### src/rtl/alu_arbiter.sv
// Two-requester front end for a single shared ALU.
// Requesters are granted round-robin; the winner's operands are captured,
// the ALU result is registered one cycle later and held until the consumer
// takes it.

// Shared combinational ALU.
// Operation codes: 0000 AND, 0001 OR, 0010 ADD, 0110 SUB, 0111 SLT (signed), 1100 NOR.
// Any other code yields zero.
module alu (
  input  logic [31:0] a,
  input  logic [31:0] b,
  input  logic [3:0]  ctrl,
  output logic [31:0] y
);

  // Decode the operation code into one result.
  always_comb begin
    y = 32'd0;
    case (ctrl)
      4'b0000: y = a & b;
      4'b0001: y = a | b;
      4'b0010: y = a + b;
      4'b0110: y = a - b;
      4'b0111: y = {31'd0, ($signed(a) < $signed(b))};
      4'b1100: y = ~(a | b);
      default: y = 32'd0;
    endcase
  end

endmodule

module alu_arbiter #(
  parameter logic FIRST_PRIO = 1'b0
) (
  input  logic        clk,
  input  logic        rst,
  input  logic        REQ0_VALID,
  output logic        REQ0_READY,
  input  logic [31:0] REQ0_A,
  input  logic [31:0] REQ0_B,
  input  logic [3:0]  REQ0_CTRL,
  input  logic        REQ1_VALID,
  output logic        REQ1_READY,
  input  logic [31:0] REQ1_A,
  input  logic [31:0] REQ1_B,
  input  logic [3:0]  REQ1_CTRL,
  output logic        RSP_VALID,
  input  logic        RSP_READY,
  output logic        RSP_ID,
  output logic [31:0] RSP_Y,
  output logic        BUSY
);

  typedef enum logic [1:0] {IDLE, EXEC, RESP} state_t;

  state_t      state_reg;
  // Index of the requester that wins the next two-way contention.
  logic        prio_reg;
  logic [31:0] a_reg;
  logic [31:0] b_reg;
  logic [3:0]  ctrl_reg;
  logic        id_reg;
  logic [31:0] y_reg;
  logic        rsp_valid_reg;
  logic        busy_reg;

  logic        grant0;
  logic        grant1;
  logic [31:0] alu_y;

  // Only the captured operands feed the ALU, so requester inputs may change
  // freely once the grant has been taken.
  alu u_alu (
    .a    (a_reg),
    .b    (b_reg),
    .ctrl (ctrl_reg),
    .y    (alu_y)
  );

  // Grant decision: only in IDLE and never while reset is asserted.
  always_comb begin
    grant0 = 1'b0;
    grant1 = 1'b0;
    if (!rst && state_reg == IDLE) begin
      if (REQ0_VALID && (!REQ1_VALID || !prio_reg)) begin
        grant0 = 1'b1;
      end else if (REQ1_VALID) begin
        grant1 = 1'b1;
      end
    end
  end

  assign REQ0_READY = grant0;
  assign REQ1_READY = grant1;
  assign RSP_VALID  = rsp_valid_reg;
  assign RSP_ID     = id_reg;
  assign RSP_Y      = y_reg;
  assign BUSY       = busy_reg;

  // Control FSM with registered response/busy outputs and operand capture.
  always_ff @(posedge clk) begin
    if (rst) begin
      state_reg     <= IDLE;
      prio_reg      <= FIRST_PRIO;
      a_reg         <= 32'd0;
      b_reg         <= 32'd0;
      ctrl_reg      <= 4'd0;
      id_reg        <= 1'b0;
      y_reg         <= 32'd0;
      rsp_valid_reg <= 1'b0;
      busy_reg      <= 1'b0;
    end else begin
      case (state_reg)
        IDLE: begin
          if (grant0 || grant1) begin
            a_reg     <= grant1 ? REQ1_A : REQ0_A;
            b_reg     <= grant1 ? REQ1_B : REQ0_B;
            ctrl_reg  <= grant1 ? REQ1_CTRL : REQ0_CTRL;
            id_reg    <= grant1;
            // The requester not just served gets priority next time.
            prio_reg  <= grant0;
            busy_reg  <= 1'b1;
            state_reg <= EXEC;
          end
        end
        EXEC: begin
          y_reg         <= alu_y;
          rsp_valid_reg <= 1'b1;
          state_reg     <= RESP;
        end
        RESP: begin
          if (RSP_READY) begin
            rsp_valid_reg <= 1'b0;
            busy_reg      <= 1'b0;
            state_reg     <= IDLE;
          end
        end
        default: begin
          rsp_valid_reg <= 1'b0;
          busy_reg      <= 1'b0;
          state_reg     <= IDLE;
        end
      endcase
    end
  end

endmodule

### config.mk
export PLATFORM = sky130hd
export DESIGN_NAME = alu_arbiter
export DESIGN_NICKNAME = d
export VERILOG_FILES = /design/src/rtl/alu_arbiter.sv
export SDC_FILE = /design/constraint.sdc
export NUM_CORES = 1
export LEC_CHECK = 0
export CAP_MARGIN = 20
export CELL_PAD_IN_SITES_DETAIL_PLACEMENT = 0
export CELL_PAD_IN_SITES_GLOBAL_PLACEMENT = 2
export CORE_MARGIN = 2
export CORE_UTILIZATION = 27
export CTS_BUF_LIST = sky130_fd_sc_hd__clkbuf_8
export DETAILED_ROUTE_END_ITERATION = 10
export PLACE_DENSITY = 0.78
export RECOVER_POWER = 100
export SLEW_MARGIN = 20
export SYNTH_ARGS = -nofsm -noshare
export SYNTH_HDL_FRONTEND = slang
export SYNTH_SLANG_ARGS = --single-unit
### constraint.sdc
create_clock -name clk -period 2.75 [get_ports clk]
set_clock_uncertainty 0.1 [all_clocks]
set_input_delay 0.55 -clock clk [delete_from_list [all_inputs] [get_ports clk]]
set_output_delay 0.55 -clock clk [all_outputs]
set_load 0.005 [all_outputs]
# Yosys cells after proc, flatten, opt, wreduce, memory -nomap -nowiden

Cells that the tools add are included.
Widths: inputs -> output; s select.

$add $sub $neg: 2
Order comparisons: 1
Eq/ne operators: 9
Muxes and demuxes: 16
Bitwise logic cells: 5
Reductions and logical operators: 13

Operators with widths:

| cell               | count |
|---|---|
| $pmux 32 s6        | 1 |
| $mux 32            | 2 |
| $add 32x32->32     | 1 |
| $and 32x32->32     | 1 |
| $lt 32x32->1       | 1 |
| $not 32->32        | 1 |
| $or 32x32->32      | 1 |
| $sub 32x32->32     | 1 |
| $eq 4x3->1 const B | 2 |
| $mux 1             | 7 |
| $pmux 1 s3         | 2 |
| $pmux 2 s3         | 1 |
| $reduce_and 2->1   | 3 |
| $eq 4x1->1 const B | 1 |
| $eq 4x2->1 const B | 1 |
| $eq 4x4->1 const B | 1 |
| $logic_not 4->1    | 1 |
| $mux 2             | 2 |
| $mux 4             | 1 |
| $logic_not 1->1    | 3 |
| $reduce_and 3->1   | 1 |
| $eq 2x1->1 const B | 1 |
| $eq 2x2->1 const B | 1 |
| $logic_and 1x1->1  | 2 |
| 5 further kinds    | 7 |

Bits in registers: 106
Bits of input ports: 141
Output and inout port bits: 37
Logic and storage cells: 55

# Depth between registers and ports, before layout

Gate-level depths: netlist of run 1.

Word-level depth: 8
Mapped depth: 13
Mapped depth without buffers: 13

# Modules after synthesis

From an unflattened synthesis of run 1, not the netlist that was laid out.

Cells, all modules: 1267
Area, all modules: 9382.7 um^2

By module, submodules not included:

| module      | instances | cells an instance | area an instance (um^2) | seq. area each (um^2) |
|---|---|---|---|---|
| alu_arbiter | 1         | 588               | 4936.0                  | 2122.0 |
| alu         | 1         | 679               | 4446.8                  | 0.0 |

# Least setup slack after synthesis of run 1

OpenSTA, ideal clock, no wires.

Path kind: flip-flop to flip-flop
From: register a_reg[8]
To: register y_reg[28] (netlist: RSP_Y[28])
Setup time: 137 ps
Arrival time: 2789 ps
Required time: 2513 ps
Slack: -276 ps
Stages on the path, launching flop included: 12
Path buffers: 1
Clock period less this slack: 3026 ps
Cells stage by stage: dfxtp_1 inv_1 ha_1 buf_6 or3_4 a211oi_2 a311oi_1 o311a_1 o41ai_2 mux2_1 a21oi_1 a221oi_2

Longest elaborated chain between the ends: 2
Elaborated cells between the ends (all ways): 3
Classes of those cells: add/sub (2); mux (1)

Ends and longest elaborated chain:

| what                                             | line   | RTL |
|---|---|---|
| start: declaration                               | 59     | `logic [31:0] a_reg;` |
| start signal: assignment                         | 116    | `a_reg <= grant1 ? REQ1_A : REQ0_A;` |
| $sub 32x32->32 or $add 32x32->32 (tied branches) | 23, 22 |  |
| $pmux 32 s6 *                                    | 19     | `case (ctrl)` |
| end signal: assignment                           | 127    | `y_reg <= alu_y;` |
| end: declaration                                 | 63     | `logic [31:0] y_reg;` |

Every way passes the cells marked *; elsewhere a longest branch is shown, timed or not.
A chain may end at the register's enable or synchronous reset.

# Worst setup path in the final report of run 1

From: register a_reg[0]
To: register y_reg[0] (netlist: RSP_Y[0])

Longest elaborated chain between the ends: 3
Elaborated cells between the ends (all ways): 7
Classes of those cells: add/sub (2); order compare (1); mux (1); bitwise (3)

Ends and longest elaborated chain:

| what                                                   | line |
|---|---|
| branches (longest 2 deep; another with $sub 32x32->32) | n/a |
| $pmux 32 s6 *                                          | 19 |

Every way passes the cells marked *.

==> qor.txt, run 1 <==
Post-Syn Area per Cell -> 7.11 um^2
Initial DRC count -> 578
Top layer in use -> met4
Metal2 WL -> 18100 um
PD cells -> 458 mW/mm^2
Post-synth EDFFs -> 0
Comb power frac -> 54.7%
Max Cap Viol -> 0
PortBufs -> 177
DIE WIDTH -> 189 um
GR Overflow Total -> 0
Die Ht -> 189 um
Area growth from synthesis to layout -> 52.9%
Ant. Diodes -> 0
Synth warn -> 0
DP Wirelength -> 29400 um
Routed met1 length -> 18000 um
DR DRC count -> 0
Synth Instances -> 1299
WS Path Type -> register to register
Critical path, cell by cell -> inv_2 > ha_4 > inv_2 > fa_2 > nor3b_4 > o311ai_4 > a211oi_4 > a311oi_2 > o311a_1 > o41ai_4 > a21oi_1 > o311ai_1 > a221oi_1
Max stage delay on crit path -> 0.38 ns
P_leak -> 0.00574 uW
Peak supply drop -> 0.000239 V
Synthesized cell area -> 0.00923 mm^2
Yosys reg bits -> 106
Cts hold-fix bufs -> 0
Slew Limit Headroom -> 35.5%
Fin. max-slew vios -> 0
Final net count -> 1893
Clock power share -> 18.1%
Distinct cells, synth -> 74
Switching power -> 2610 uW
Yosys top cell area share -> 23.0%
Worst hold path class -> register to register
Crit-path max FO -> 2
Post-synthesis net count -> 1542
Antenna violations before repair -> 0
All-Layer GR Usage -> 20.9%
Clk sink count -> 106
Delay-heaviest family, CP -> compound AO/OA/AOI/OAI gates
Final Wtd Congestion -> 0.897
CP required -> 2.94 ns
Initial core utilization -> 27.5%
Worst Path Arrival -> 3.29 ns
Drt pass-1 iters -> 5
Peak Freq -> 0.323 GHz
Buf/Inv on CP -> 2
Final hold violations -> 0
Global-route wire length before repair -> 59300 um
Slowest cell on the critical path -> o311a_1
Period utilisation layout -> 113%
Worst-Skew Late Latency -> 0.43 ns
Routed WL -> 37600 um
Worst-margin pin slew -> 0.968 ns
Startpoint Class -> register
Multi-input gate area -> 0.00710 mm^2
Met3 WL -> 1180 um
Core ar. -> 0.0336 mm^2
Max Buffers Root-to-Sink -> 2
Fill cells -> 3480
RSZ-0062 raised after global routing -> yes
Clock transition at path regs -> 0.13 ns
Setup Viol. Count Final -> 17
IO Pins -> 178
Ys async rst share -> 0%
Largest net degree at the start of global routing -> 70
Setup ws final -> -0.347 ns
Cell Int Power -> 3860 uW
H-tree depth -> 3
Most frequent CP cell -> inv_2
DP Worst Slack -> -0.517 ns
Violated checks -> negative setup slack
Root Driver -> clkbuf_8
Largest cells by area after synthesis -> dfxtp_1 (23%), ha_1 (14%), nand2_1 (8.3%)
CTS tree -> yes
Final TNS setup -> -2.60 ns
FP Rows -> 67
Post-synthesis sequential area ratio -> 23.0%
Status -> finished with violations
Storage element area -> 0.00215 mm^2
Power share of the sequential group -> 27.2%
Share of layout cells above drive strength 1 -> 24.1%
CP Capture Type -> register
Ys flop type -> dfxtp_1
Vias per cell -> 5.03
Via Count -> 10600
Final min period -> 3.10 ns
Number of global-route vias before repair -> 10700
Total CTS buffers -> 9
Switching part of the total -> 40.4%
Cell taking the most area after synthesis -> dfxtp_1
Overall die area -> 0.0357 mm^2
Overall Power -> 6470 uW
DR WL/cell -> 17.9 um
Final ANT Viol Nets -> 0
## layer usage
metal,GRT usage (%),up-vias
li1,-,5304
met1,28.1,5070
met2,35.8,187
met3,2.47,22
met4,4.24,0
met5,0,-
## cell usage in the layout (no fill, tap or decap), types with 8 or more instances in the layout
cell type and instances:
buf_4 225, o21ai_0 39, o21bai_1 10, o21ai_1 19, a311oi_1 70, nor3_1 15, nand3_1 9, clkbuf_8 9
buf_6 10, a221oi_2 8, a21oi_1 81, nand2_1 205, nor2_1 169, o21a_1 8, a21o_1 10, ha_1 83
dlygate4sd3_1 37, dfxtp_1 90, a221oi_1 27, clkdlybuf4s50_1 139, xnor2_1 21, ha_4 15, nand2b_1 15, inv_1 93
o31a_1 8, nand4_1 12, dfxtp_2 14, nor2b_1 9, a31oi_1 10, a21oi_2 14
## worst paths after layout
kind / start / end / slack (ns) / cells past startpoint
max: a_reg[0]$_SDFFE_PP0P_ / RSP_Y[0]$_SDFFE_PP0P_ / -0.35 / 13
min: RSP_Y[12]$_SDFFE_PP0P_ / RSP_Y[12]$_SDFFE_PP0P_ / 0.36 / 2
max reg2reg: a_reg[0]$_SDFFE_PP0P_ / RSP_Y[0]$_SDFFE_PP0P_ / -0.35 / 13
min reg2reg: RSP_Y[12]$_SDFFE_PP0P_ / RSP_Y[12]$_SDFFE_PP0P_ / 0.36 / 2
## power by group through the flow
stage / Sequential (uW) / Combinational [uW] / Clock, uW
2_1_floorplan: 1790 / 1690 / 0
3_3_place_gp: 1790 / 3170 / 0
3_5_place_dp: 1800 / 3160 / 0
4_1_cts: 1760 / 3390 / 1220
5_1_grt: 1780 / 3850 / 1270
6_report: 1760 / 3540 / 1170
## worst min-delay path: cells and delay by family (launching register included)
family / cells / cell delay (ns)
DFF: 1 / 0.33
and+or+nand+nor: 1 / 0.05
AOI/OAI and AO/OA: 1 / 0.05
## cell type report
cell class / instances / area share [%]
clock buffers: 9 / 0.877
inverters: 99 / 2.63
repair buffers: 431 / 26.3
flip-flops and latches: 106 / 15.2
well taps: 448 / 3.97
clock inverters: 7 / 0.700
multi-input cells: 1003 / 50.3
## cell usage after synthesis (all sizes together) (10+ instances only)
master	instances
buf	12
a221oi	36
nand2b	15
clkbuf	79
o31ai	11
a31oi	14
xnor2	24
inv	98
nor2b	10
a21oi	98
nand4	12
dfxtp	106
o21ai	63
nand3	10
nand2	205
a311oi	74
a21o	10
nor3	18
nor2	172
o21bai	10
ha	100
## timing repair
action,in CTS,in global routing
buffers inserted,5,8
pin swaps,46,51
gates resized for setup,75,68
endpoints found under the setup margin,25,27
## stage by stage
stage / utilization (%) / instance area, um^2 / hold WS, ns / std cells
after global placement: 39.4 / 13300 / 0.349 / 2075
after CTS: 41.3 / 13900 / 0.373 / 2096
after detailed placement: 39.4 / 13300 / 0.359 / 2075
after global routing: 42.0 / 14100 / 0.377 / 2103
after floorplan: - / 9370 / 0.348 / 1299
final: 42.0 / 14100 / 0.363 / 2103
## kinds of logic (layout without fill, tap and decap cells)
family	Yosys count	count (layout)	synth area share (%)
buffers and inverters	190	546	7.95
DFF	106	106	23.0
xor gates and xnor gates	28	28	2.66
AOI/OAI and AO/OA	382	382	28.9
muxes	8	8	0.881
adders and majority gates	102	102	14.0
and+or+nand+nor	483	483	22.6
Power figures use the tool's default switching activity.
==> run 2, diff against run 1 <==
--- a/config.mk
+++ b/config.mk
@@ -9,12 +9,13 @@
 export CELL_PAD_IN_SITES_DETAIL_PLACEMENT = 0
 export CELL_PAD_IN_SITES_GLOBAL_PLACEMENT = 2
 export CORE_MARGIN = 2
-export CORE_UTILIZATION = 27
-export CTS_BUF_LIST = sky130_fd_sc_hd__clkbuf_8
+export CORE_UTILIZATION = 28
+export CTS_BUF_LIST = sky130_fd_sc_hd__clkbuf_4 sky130_fd_sc_hd__clkbuf_8
 export DETAILED_ROUTE_END_ITERATION = 10
-export PLACE_DENSITY = 0.78
+export PLACE_DENSITY = 0.79
 export RECOVER_POWER = 100
-export SLEW_MARGIN = 20
+export SLEW_MARGIN = 10
 export SYNTH_ARGS = -nofsm -noshare
 export SYNTH_HDL_FRONTEND = slang
+export SYNTH_HIERARCHICAL = 1
 export SYNTH_SLANG_ARGS = --single-unit
==> run 2 against run 1 <==
The flow still finishes with violations (negative setup slack). Hold slack lost 0.0078 ns. Count of clock-buffer cells in the layout is the same. Sequential power is essentially flat. Final cell count shrank 2.9%. Combinational power shrank 6.2%. Critical path type unchanged.
==> qor.txt, run 2 <==
Status -> finished with violations
Violated checks -> negative setup slack
Ant. Diodes -> 0 (unchanged)
Non-filler instance count after layout -> 2041 (-2.9%)
GR Overflow Total -> 0 (unchanged)
Die Ht -> 187 um (-0.99%)
Ys flop type -> dfxtp_1
Area growth from synthesis to layout -> 48.8%
Clock transition at path regs -> 0.13 ns (about the same)
IO Pins -> 178 (unchanged)
Core ar. -> 0.0333 mm^2 (-1.0%)
Final min period -> 3.48 ns (+0.378 ns)
Depth of the worst register-to-register path -> 16 (+3)
Ys async rst share -> 0% (unchanged)
Worst-Skew Late Latency -> 0.42 ns (about the same)
Post-synthesis sequential area ratio -> 22.6% (-0.37 points)
Vias per cell -> 5.24 (+4.1%)
Setup Viol. Count Final -> 21 (+4)
PD cells -> 443 mW/mm^2 (-3.2%)
Peak Freq -> 0.288 GHz (-11%)
Fill cells -> 3421 (-1.7%)
Initial DRC count -> 760 (+31%)
Final net count -> 1833 (-3.2%)
Post-synthesis net count -> 1512 (-1.9%)
All-Layer GR Usage -> 21.4% (+0.56 points)
Synth warn -> 6 (+6)
Peak supply drop -> 0.000241 V (+0.86%)
Overall Power -> 6190 uW (-4.3%)
FP Rows -> 67 (unchanged)
Setup slack, reg-to-reg -> -0.73 ns (-0.38 ns)
CP Capture Type -> register
Clk sink count -> 106 (unchanged)
Cell depth of the worst hold path -> 2 (unchanged)
DP Wirelength -> 30100 um (+2.4%)
DIE WIDTH -> 187 um (-0.99%)
Hold Startpoint -> RSP_Y[10]$_SDFFE_PP0P_
Worst hold path class -> register to register
Yosys top cell area share -> 22.6% (-0.37 points)
Placed cell count -> 2013 (-3.0%)
Cell taking the most area after synthesis -> dfxtp_1
Final Wtd Congestion -> 0.879 (-1.9%)
Drt pass-1 iters -> 5 (unchanged)
Startpoint Class -> register
Distinct cells, synth -> 58 (-22%)
Worst R2R Start -> b_reg[0]$_SDFFE_PP0P_
Post-Place Cell Area -> 0.0133 mm^2 (+0.31%)
Final ANT Viol Nets -> 0 (unchanged)
Most frequent cells in the layout -> buf_4 (234), a21oi_1 (153), clkdlybuf4s50_1 (139)
Cts hold-fix bufs -> 0 (unchanged)
Routed WL -> 38500 um (+2.2%)
Max Cap Viol -> 0 (unchanged)
Final core area utilization -> 41.9% (-0.062 points)
Final Hold Slack -> 0.355 ns (-0.00781 ns)
Largest cells by area after synthesis -> dfxtp_1 (23%), ha_1 (14%), a21oi_1 (9.3%)
Yosys reg bits -> 106 (unchanged)
RSZ-0062 raised after global routing -> yes
Synthesized cell area -> 0.00938 mm^2 (+1.6%)
Worst-margin pin slew -> 0.982 ns (+0.0140 ns)
Overall die area -> 0.0350 mm^2 (-2.0%)
Post-synth EDFFs -> 0 (unchanged)
Max Buffers Root-to-Sink -> 2 (unchanged)
Largest net degree at the start of global routing -> 83 (+19%)
Via Count -> 10700 (+1.1%)
P_leak -> 0.00544 uW (-5.3%)
Post-Syn Area per Cell -> 7.41 um^2 (+4.2%)
Synth top cells by count -> a21oi_1 (174), dfxtp_1 (106), ha_1 (102), inv_1 (97), nand2_1 (93)
Worst Path Arrival -> 3.65 ns (+0.36 ns)
DR WL/cell -> 18.8 um (+5.3%)
Total CTS buffers -> 9 (unchanged)
Number of global-route vias before repair -> 10300 (-3.3%)
FF-to-FF End -> RSP_Y[28]$_SDFFE_PP0P_
CP required -> 2.93 ns (about the same)
Commonest non-fill, non-tap cell in the layout -> buf_4
Antenna violations before repair -> 0 (unchanged)
CTS tree -> yes
Setup ws final -> -0.725 ns (-0.378 ns)
Share of layout cells above drive strength 1 -> 23.5% (-0.57 points)
Synth Instances -> 1267 (-2.5%)
WS Path Type -> register to register
Slew Limit Headroom -> 34.6% (-0.93 points)
Critical Path Source -> b_reg[0]$_SDFFE_PP0P_
Final hold violations -> 0 (unchanged)
Root Driver -> clkbuf_8
Initial core utilization -> 28.2% (+0.73 points)
Min-Delay Endpoint -> RSP_Y[10]$_SDFFE_PP0P_
Design area -> 0.0140 mm^2 (-1.1%)
Global-route wire length before repair -> 59400 um (+0.15%)
Fin. max-slew vios -> 0 (unchanged)
H-tree depth -> 3 (unchanged)
Count leader, synth -> a21oi_1
PortBufs -> 177 (unchanged)
DR DRC count -> 0 (unchanged)
Crit-path max FO -> 2 (unchanged)
Period utilisation layout -> 126% (+14 points)
## run 2: changes by cell type after synthesis, sizes merged, moves of 4 or more
cell    delta
a21oi     +76
nand2    -112
nand3      +4
nor2b      -5
nor3       -8
nand4     +58
nand2b     -6
clkbuf    -11
buf       +45
a31oi      -9
a211o      +4
o31ai     +63
nor2      -81
## run 2: critical path, cell delays in order, from the launching register on
cell and delay [ns]:
dfxtp_2 0.37, ha_4 0.14, inv_2 0.03, fa_2 0.35, nor2b_2 0.15, o21bai_1 0.10
a211o_1 0.33, a311oi_2 0.31, a41oi_2 0.18, o21ai_1 0.16, a21oi_1 0.09, or4_1 0.41
a32oi_1 0.23, xnor2_1 0.14, o21ai_1 0.07, nand2_1 0.09, a21oi_2 0.05
## run 2: cell type report
class	count	area [um^2]	area share [%]
Inverter	98	370	2.65
Sequential cell	106	2140	15.3
Multi-Input combinational cell	938	6880	49.3
Tap cell	448	561	4.02
Clock buffer	9	124	0.887
Clock inverter	7	90.1	0.645
Timing Repair Buffer	435	3800	27.2
## run 2: through the flow
step | setup WS, ns | setup TNS, ns
floorplan | -0.426 | -1.26
global placement | -0.792 | -10.29
detailed placement | -0.879 | -11.35
CTS | -0.739 | -9.30
global route | -0.873 | -13.90
finish | -0.725 | -8.65
## run 2: per-layer routing
metal	track usage (%)	vias up	wire length, um
met5	0	-	0
met4	4.15	0	330
met3	2.25	18	1780
met2	29.6	291	15300
met1	34.9	5065	21000
li1	-	5321	-
## run 2: power by group
group          total (uW)  internal, uW  switching, uW
clock network        1110           448            667
logic                3320          1560           1750
registers            1760          1660           94.6
## run 2: what timing repair did
item | in CTS | in global routing
pin swaps | 26 | 41
setup buffers | 11 | 7
endpoints found under the setup margin | 24 | 26
cloned | 0 | 0
gates resized for setup | 60 | 44
## run 2: worst max path at each step
| stage | endpoint | slack, ns | cells past startpoint |
|---|---|---|---|
| 4_1_cts | RSP_Y[28]$_SDFFE_PP0P_ | -0.74 | 16 |
| 5_1_grt | RSP_Y[28]$_SDFFE_PP0P_ | -0.87 | 16 |
| 3_3_place_gp | RSP_Y[30]$_SDFFE_PP0P_ | -0.79 | 17 |
| 3_5_place_dp | RSP_Y[30]$_SDFFE_PP0P_ | -0.88 | 17 |
| 2_1_floorplan | RSP_Y[28]$_SDFFE_PP0P_ | -0.43 | 16 |
| 6_report | RSP_Y[28]$_SDFFE_PP0P_ | -0.73 | 16 |
## run 2: cell families after synthesis
group	after synthesis	synth area share, %
flip-flops	106	22.6
AND/OR/NAND/NOR	316	16.0
buffers and inverters	223	9.89
AO/OA/AOI/OAI	485	34.3
adder cells (fa/ha/maj)	104	14.0
XOR/XNOR	29	2.71
multiplexers	4	0.427
==> run 3, diff against run 2 <==
--- a/config.mk
+++ b/config.mk
@@ -8,7 +8,6 @@
 export CAP_MARGIN = 20
 export CELL_PAD_IN_SITES_DETAIL_PLACEMENT = 0
 export CELL_PAD_IN_SITES_GLOBAL_PLACEMENT = 2
-export CORE_MARGIN = 2
 export CORE_UTILIZATION = 28
 export CTS_BUF_LIST = sky130_fd_sc_hd__clkbuf_4 sky130_fd_sc_hd__clkbuf_8
 export DETAILED_ROUTE_END_ITERATION = 10
==> run 3 against run 2 <==
The flow still finishes with violations (negative setup slack). Sequential cell count unchanged. Maximum frequency up 1.4%. Die area down 2.1%. Highest routed layer unchanged.
==> qor.txt, run 3 (synthesized netlist as in run 2, its figures left out) <==
Status -> finished with violations
Violated checks -> negative setup slack
Commonest non-fill, non-tap cell in the layout -> buf_4
Worst hold path class -> register to register
Cts hold-fix bufs -> 0 (unchanged)
Peak Freq -> 0.292 GHz (+1.4%)
IO Pins -> 178 (unchanged)
DP Worst Slack -> -0.844 ns (+0.0348 ns)
Multi-input gate area -> 0.00683 mm^2 (-0.73%)
DR DRC count -> 0 (unchanged)
Most frequent cells in the layout -> buf_4 (245), a21oi_1 (156), clkdlybuf4s50_1 (138)
RSZ-0062 raised after global routing -> yes
Slowest cell on the critical path -> dfxtp_2
Max stage delay on crit path -> 0.37 ns (-0.04 ns)
Critical path, cell by cell -> clkbuf_2 > inv_4 > ha_4 > fa_2 > nor2_1 > o311ai_4 > a31oi_4 > buf_4 > buf_4 > a21oi_2 > o21ai_1 > a21oi_1 > o31a_1 > buf_4 > o21bai_1 > mux2i_1 > xnor2_1 > o21ai_0 > nand2_1 > a21oi_2
Storage element area -> 0.00214 mm^2 (+0.23%)
Non-filler instance count after layout -> 2039 (-0.098%)
DP Wirelength -> 30200 um (+0.43%)
CTS tree -> yes
PD cells -> 438 mW/mm^2 (-1.3%)
Clock transition at path regs -> 0.12 ns (about the same)
Drt pass-1 iters -> 5 (unchanged)
Antenna violations before repair -> 0 (unchanged)
Routed WL -> 38500 um (+0.17%)
Startpoint Class -> register
Metal2 WL -> 15200 um (-0.47%)
Share of layout cells above drive strength 1 -> 23.8% (+0.25 points)
Final TNS setup -> -9.57 ns (-0.924 ns)
P_leak -> 0.00543 uW (-0.24%)
Core ar. -> 0.0328 mm^2 (-1.5%)
Period utilisation layout -> 125% (-1.7 points)
All-Layer GR Usage -> 22.8% (+1.4 points)
Worst-margin pin slew -> 1.11 ns (+0.127 ns)
Final hold violations -> 0 (unchanged)
Final ANT Viol Nets -> 0 (unchanged)
Number of global-route vias before repair -> 10300 (-0.59%)
Max Cap Viol -> 0 (unchanged)
Vias per cell -> 5.23 (-0.25%)
Setup Viol. Count Final -> 26 (+24%)
Root Driver -> clkbuf_8
CP Capture Type -> register
Ant. Diodes -> 0 (unchanged)
Final net count -> 1838 (+0.27%)
Most frequent CP cell -> buf_4
Fin. max-slew vios -> 0 (unchanged)
WS Path Type -> register to register
Area growth from synthesis to layout -> 48.4%
PortBufs -> 177 (unchanged)
Met3 WL -> 2150 um (+20%)
Peak supply drop -> 0.000282 V (+17%)
Setup ws final -> -0.679 ns (+0.0464 ns)
Delay-heaviest family, CP -> compound AO/OA/AOI/OAI gates
Slew Limit Headroom -> 26.1% (-8.4 points)
Routed met1 length -> 20800 um (-1.2%)
Worst-Skew Late Latency -> 0.41 ns (about the same)
CP required -> 3.00 ns (+0.07 ns)
Initial core utilization -> 28.6% (+0.43 points)
H-tree depth -> 3 (unchanged)
DR WL/cell -> 18.9 um (+0.27%)
Die Ht -> 185 um (-1.1%)
DIE WIDTH -> 185 um (-1.1%)
Buf/Inv on CP -> 5 (+4)
Largest net degree at the start of global routing -> 69 (-17%)
Final Wtd Congestion -> 0.900 (+2.3%)
Worst Path Arrival -> 3.68 ns (+0.03 ns)
Final min period -> 3.43 ns (-0.0464 ns)
Fill cells -> 3395 (-0.76%)
FP Rows -> 66 (-1.5%)
Clk sink count -> 106 (unchanged)
Initial DRC count -> 805 (+5.9%)
Global-route wire length before repair -> 60300 um (+1.4%)
Total CTS buffers -> 9 (unchanged)
Top layer in use -> met4
Overall die area -> 0.0342 mm^2 (-2.1%)
Final core area utilization -> 42.5% (+0.51 points)
Crit-path max FO -> 2 (unchanged)
Max Buffers Root-to-Sink -> 2 (unchanged)
GR Overflow Total -> 0 (unchanged)
Placed cell count -> 2010 (-0.15%)
Via Count -> 10700 (-0.35%)
run 3: cell types whose count changed in the layout (fill, tap and decap cells not counted), moves of 4 or more:
| cell | change |
|---|---|
| dfxtp_2 | +4 |
| o21ai_1 | -13 |
| o21ai_0 | +12 |
| dfxtp_1 | -4 |
| buf_4 | +11 |
run 3: power by group:
group          internal [uW]  total [uW]  switching (uW)  leakage (uW)
registers               1660        1760            92.8      0.000875
logic                   1520        3250            1730       0.00445
clock network            458        1090             629      0.000106
total                   3640        6090            2450       0.00543
run 3: worst reg2reg max path: stages (launching register included):
cell	delay [ns]
dfxtp_2	0.37
clkbuf_2	0.14
inv_4	0.05
ha_4	0.15
fa_2	0.35
nor2_1	0.24
o311ai_4	0.14
a31oi_4	0.23
buf_4	0.14
buf_4	0.10
a21oi_2	0.05
o21ai_1	0.14
a21oi_1	0.10
o31a_1	0.26
buf_4	0.14
o21bai_1	0.11
mux2i_1	0.09
xnor2_1	0.13
o21ai_0	0.13
nand2_1	0.08
a21oi_2	0.13
run 3: area by class of cell:
class,count,area share [%]
Multi-Input combinational cell,938,49.1
Tap cell,442,3.97
Inverter,98,2.66
Clock buffer,10,0.989
Timing Repair Buffer,440,27.4
Clock inverter,5,0.485
Sequential cell,106,15.4
run 3: worst paths after layout:
path	startpoint	depth (start not counted)	end	slack [ns]
max	a_reg[0]$_SDFFE_PP0P_	20	RSP_Y[20]$_SDFFE_PP0P_	-0.68
min	RSP_Y[18]$_SDFFE_PP0P_	2	RSP_Y[18]$_SDFFE_PP0P_	0.36
max reg2reg	a_reg[0]$_SDFFE_PP0P_	20	RSP_Y[20]$_SDFFE_PP0P_	-0.68
min reg2reg	RSP_Y[18]$_SDFFE_PP0P_	2	RSP_Y[18]$_SDFFE_PP0P_	0.36
run 3: routing by layer:
metal / track usage [%] / vias to the layer above
li1: - / 5335
met4: 4.13 / 0
met2: 31.2 / 324
met5: 0 / -
met1: 36.8 / 4980
met3: 3.05 / 19
run 3: stage by stage:
step / power (uW) / hold slack, ns / cell area [um^2]
6_report: 6090 / 0.357 / 13900
5_1_grt: 6490 / 0.374 / 13900
4_1_cts: 6000 / 0.353 / 13700
3_5_place_dp: 4830 / 0.349 / 13300
3_3_place_gp: 4820 / 0.344 / 13300
2_1_floorplan: 3410 / 0.348 / 9560
run 3: timing repair:
| item | in CTS | in global routing |
|---|---|---|
| endpoints found under the hold margin | 0 | 0 |
| setup endpoints to repair | 24 | 26 |
| gates resized for setup | 25 | 60 |
| buffers inserted | 6 | 8 |
| pin swaps | 13 | 24 |
